<file path="config.mk">
export PLATFORM = sky130hd
export DESIGN_NAME = instr_sequencer
export DESIGN_NICKNAME = d
export VERILOG_FILES = /design/src/rtl/instr_sequencer.sv
export SDC_FILE = /design/constraint.sdc
export NUM_CORES = 1
export LEC_CHECK = 0
export BUFFER_PORTS_ARGS = -buffer_cell sky130_fd_sc_hd__buf_2
export CORE_MARGIN = 2
export CORE_UTILIZATION = 35
export DETAILED_ROUTE_END_ITERATION = 10
export PLACE_DENSITY = 0.7
export SYNTH_ARGS = -nofsm -noshare
export SYNTH_HDL_FRONTEND = slang
export SYNTH_SLANG_ARGS = --single-unit
</file>
<file path="constraint.sdc">
create_clock -name clk -period 1.94 [get_ports clk]
set_clock_uncertainty 0.15 [all_clocks]
set_input_delay 0 -clock clk [delete_from_list [all_inputs] [get_ports clk]]
set_output_delay 0 -clock clk [all_outputs]
set_load 0.01 [all_outputs]
</file>
<file path="src/rtl/instr_sequencer.sv">
// rtl/instr_sequencer.sv - fetch/decode/execute sequencer owning the PC
module instr_sequencer #(
    parameter int PC_W = 4,
    parameter int IW   = 8
) (
    input  logic            clk,
    input  logic            rst,
    input  logic            start,
    input  logic [IW-1:0]   imem_rdata,
    input  logic            imem_ready,
    output logic [PC_W-1:0] pc,
    output logic            imem_req,
    output logic [IW-1:0]   ir,
    output logic            alu_en,
    output logic            rf_we,
    output logic            busy,
    output logic            halted
);

    typedef enum logic [2:0] {
        S_IDLE      = 3'd0,
        S_FETCH     = 3'd1,
        S_DECODE    = 3'd2,
        S_EXECUTE   = 3'd3,
        S_WRITEBACK = 3'd4,
        S_HALT      = 3'd5
    } state_t;

    localparam logic [1:0] OP_ALU = 2'b00;
    localparam logic [1:0] OP_LDI = 2'b01;
    localparam logic [1:0] OP_JMP = 2'b10;

    state_t     state;
    state_t     state_nxt;
    logic [1:0] opcode;

    assign opcode = ir[IW-1:IW-2];

    always_comb begin
        state_nxt = state;
        case (state)
            S_IDLE:      if (start) state_nxt = S_FETCH;
            S_FETCH:     if (imem_ready) state_nxt = S_DECODE;
            S_DECODE: begin
                case (opcode)
                    OP_ALU:  state_nxt = S_EXECUTE;
                    OP_LDI:  state_nxt = S_WRITEBACK;
                    OP_JMP:  state_nxt = S_FETCH;
                    default: state_nxt = S_HALT;
                endcase
            end
            S_EXECUTE:   state_nxt = S_WRITEBACK;
            S_WRITEBACK: state_nxt = S_FETCH;
            S_HALT:      if (start) state_nxt = S_FETCH;
            default:     state_nxt = S_IDLE;
        endcase
    end

    // Strobes are registered from the next state, so each one is a pure
    // function of the state register with no input-to-output path.
    always_ff @(posedge clk or negedge rst) begin
        if (!rst) begin
            state    <= S_IDLE;
            pc       <= '0;
            ir       <= '0;
            imem_req <= 1'b0;
            alu_en   <= 1'b0;
            rf_we    <= 1'b0;
            busy     <= 1'b0;
            halted   <= 1'b0;
        end else begin
            state    <= state_nxt;
            imem_req <= (state_nxt == S_FETCH);
            alu_en   <= (state_nxt == S_EXECUTE);
            rf_we    <= (state_nxt == S_WRITEBACK);
            busy     <= (state_nxt == S_FETCH) || (state_nxt == S_DECODE) ||
                        (state_nxt == S_EXECUTE) || (state_nxt == S_WRITEBACK);
            halted   <= (state_nxt == S_HALT);

            case (state)
                S_FETCH: begin
                    if (imem_ready) begin
                        ir <= imem_rdata;
                        pc <= pc + PC_W'(1);
                    end
                end
                // Jump target overrides the pc already incremented in FETCH.
                S_DECODE: if (opcode == OP_JMP) pc <= ir[PC_W-1:0];
                S_HALT:   if (start) pc <= '0;
                default: ;
            endcase
        end
    end

endmodule
</file>
==> summary.md <==
| Metric | Value |
|---|---|
| Via-to-Cell Ratio | `5.053` |
| Post-Route WL | `1985 µm` |
| Synthesized net count | `93` |
| First-pass GRT wire length | `3284 µm` |
| LEAKAGE | `0.5883 nW` |
| Total die area | `3196 µm²` |
| Count leader, synth | `dfrtp_1` |
| Die width | `56.54 µm` |
| CTS root buf | `clkbuf_4` |
| DP HPWL | `1381 µm` |
| Fraction of registers with async set/reset | `100.0%` |
| Final Cycle Share | `91.06%` |
| Cell row count | `19` |
| Crit-path cells | `mux2_1 -> a32oi_2 -> a211oi_1 -> a21o_1` |
| Gr usage total | `13.45%` |
| Hold Path Class | `in2async` |
| Synth area leader | `dfrtp_1` |
| Cell family with most CP delay | `compound AO/OA/AOI/OAI gates` |
| Area Overhead vs Synth | `31.61%` |
| # H-tree levels | `1` |
| Hold Vio Cnt, Final | `0` |
| Place WS | `0.1800 ns` |
| Antenna cells | `0` |
| Area after DPL | `1125 µm²` |
| Top_reg_cell synth | `dfrtp_1` |
| Layout net count | `135` |
| Post-route cell area | `1271 µm²` |
| Yosys top cell area share | `51.81%` |
| Pwr per Cell Area | `1573 nW/µm²` |
| Worst Path Required | `2.01 ns` |
| Post-synth design cell area | `965.9 µm²` |
| Worst IR Drop VDD | `0.001019 V` |
| Synth Register Bits | `20` |
| FF/Latch Area | `500.5 µm²` |
| Post-synthesis cell type count | `36` |
| Number of routed nets with antenna violations | `0` |
| Die H | `56.54 µm` |
| Detailed Route Iter0 Violations | `9` |
| Layout cells sized above 1 | `33.88%` |
| CTS tree | `yes` |
| CP Class | `reg2reg` |
| Grt total ovfl | `0` |
| Vias | `768` |
| Worst Path Arrival | `1.84 ns` |
| Final worst slack | `0.1735 ns` |
| Status | `complete, no violations` |
| Post-Syn Area per Cell | `12.07 µm²` |
| Initial DRT Pass Iterations | `4` |
| CP peak stage delay | `0.51 ns` |
| Unrepaired setup endpoints after global routing | `false` |
| Drt wl/cell | `13.06 µm` |
| Multi-input gate area | `419.2 µm²` |
| Startpoint types | `register` |
| Worst Tran Pin Value | `0.4318 ns` |
| Final slew viol count | `0` |
| # setup viols final | `0` |
| Setup TNS | `0 ns` |
| I/O pin count | `29` |
| Initial Util | `35.96%` |
| Layout fillers | `230` |
| Slew headroom | `71.21%` |
| Final worst path period need | `1.766 ns` |
| Synth Instances | `80` |
| RD Place Congestion | `0.7283` |
| # Max-Cap Violations | `0` |
| I/O Buffers | `28` |
| Crit end category | `register` |
| Crit path buf inv count | `0` |
| Synth area leaders | `dfrtp_1 52%, mux2_1 8.2%, buf_6 2.3%` |
| Sequential fraction of the synthesis area | `51.81%` |
| Clk_lat worst skew | `0.31 ns` |
| Vias in the first global route | `752` |
| # DRC | `0` |
| Initial antenna violation count | `0` |
| Most frequent cells after synthesis | `20 x dfrtp_1, 7 x mux2_1, 5 x inv_1, 4 x nor2_1` |
| Crit-path max FO | `8` |
| CTS clk-pin slew, worst paths | `0.11 ns` |
| Largest net degree at the start of global routing | `21` |
| Setup bufs post-CTS | `0` |
| Warnings from Yosys | `0` |
| CTS Buf Count | `3` |
| Core area | `2686 µm²` |
| Post-synth EDFFs | `0` |
| Deepest clock path buffer count | `2` |
| Max Clock Freq | `0.5661 GHz` |
| Max stage delay cell, worst path | `dfrtp_1` |
| CTS Sinks | `20` |
==> worst reg2reg max path: stages (launching register included) <==
cell      delay, ns
dfrtp_1        0.51
mux2_1         0.37
a32oi_2        0.41
a211oi_1       0.09
a21o_1         0.17
==> timing repair <==
action,CTS,global route
gates resized for setup,0,0
hold endpoints to repair,33,0
hold buffers,11,0
==> cells by family (layout without fill, tap and decap cells) <==
family / count (synthesis) / count (layout) / synth area share [%]
compound gates: 20 / 20 / 16.19
fa+ha+maj: 1 / 1 / 1.295
buf+inv: 8 / 49 / 4.792
flops: 20 / 20 / 51.81
mux: 10 / 10 / 11.53
simple gates: 21 / 21 / 14.38
==> cell type report <==
type / instances / share of cell area, %
repair buffers: 40 / 20.28
clock buffers: 4 / 2.854
flip-flops and latches: 20 / 39.37
multi-input cells: 52 / 32.97
well taps: 31 / 3.051
inverters: 5 / 1.476
==> registers in the layout (all words and copies together), names as in the netlist <==
register  flops
imem_req      1
pc            4
halted        1
rf_we         1
alu_en        1
busy          1
ir            8
state         3
==> routing by layer <==
layer | vias up | routed length, µm | GRT usage (%)
li1 | 373 | - | -
met1 | 369 | 810 | 15.16
met2 | 21 | 1043 | 23.59
met3 | 5 | 79 | 2.074
met4 | 0 | 51 | 8.163
met5 | - | 0 | 0
==> cell usage in the layout, fill, tap and decap left out, types with 2 or more instances in the layout <==
| cell type | instances |
|---|---|
| inv_1 | 5 |
| nand2_1 | 3 |
| buf_2 | 28 |
| dfrtp_1 | 20 |
| clkbuf_4 | 3 |
| mux2_2 | 2 |
| and2_1 | 2 |
| o22ai_1 | 3 |
| nor3_1 | 2 |
| dlygate4sd3_1 | 11 |
| a21oi_1 | 3 |
| nand2b_1 | 2 |
| nor2b_1 | 2 |
| nor2_1 | 4 |
| mux2_1 | 7 |
==> final timing paths <==
path / start / end / slack, ns / cells after the start
hold reg to reg: ir[4]$_DFFE_PN0P_ / ir[4]$_DFFE_PN0P_ / 0.35 / 1
setup / recovery: state[2]$_DFF_PN0_ / pc[0]$_DFFE_PN0P_ / 0.17 / 4
hold / removal: rst / pc[0]$_DFFE_PN0P_ / 0.003 / 2
max in group asynchronous: rst / ir[4]$_DFFE_PN0P_ / 1.33 / 2
min in group clk: imem_rdata[5] / ir[5]$_DFFE_PN0P_ / 0.29 / 3
setup reg to reg: state[2]$_DFF_PN0_ / pc[0]$_DFFE_PN0P_ / 0.17 / 4
==> report_power, final <==
part / switching, mW / internal (mW)
clock network: 0.130 / 0.115
registers: 0.212 / 0.613
logic: 0.472 / 0.458
total: 0.814 / 1.19
==> metrics by stage <==
step | hold slack, ns | cells | total power [mW] | utilization [%]
after detailed placement | -0.1753 | 137 | 1.749 | 41.87
after global routing | 0.05554 | 152 | 2.153 | 47.32
final | 0.003426 | 152 | 2.000 | 47.32
after global placement | -0.1875 | 137 | 1.710 | 41.87
after CTS | 0.01865 | 152 | 2.006 | 47.32
after floorplan | -0.4456 | 80 | 1.470 | -
(Power assumes the default switching activity.)
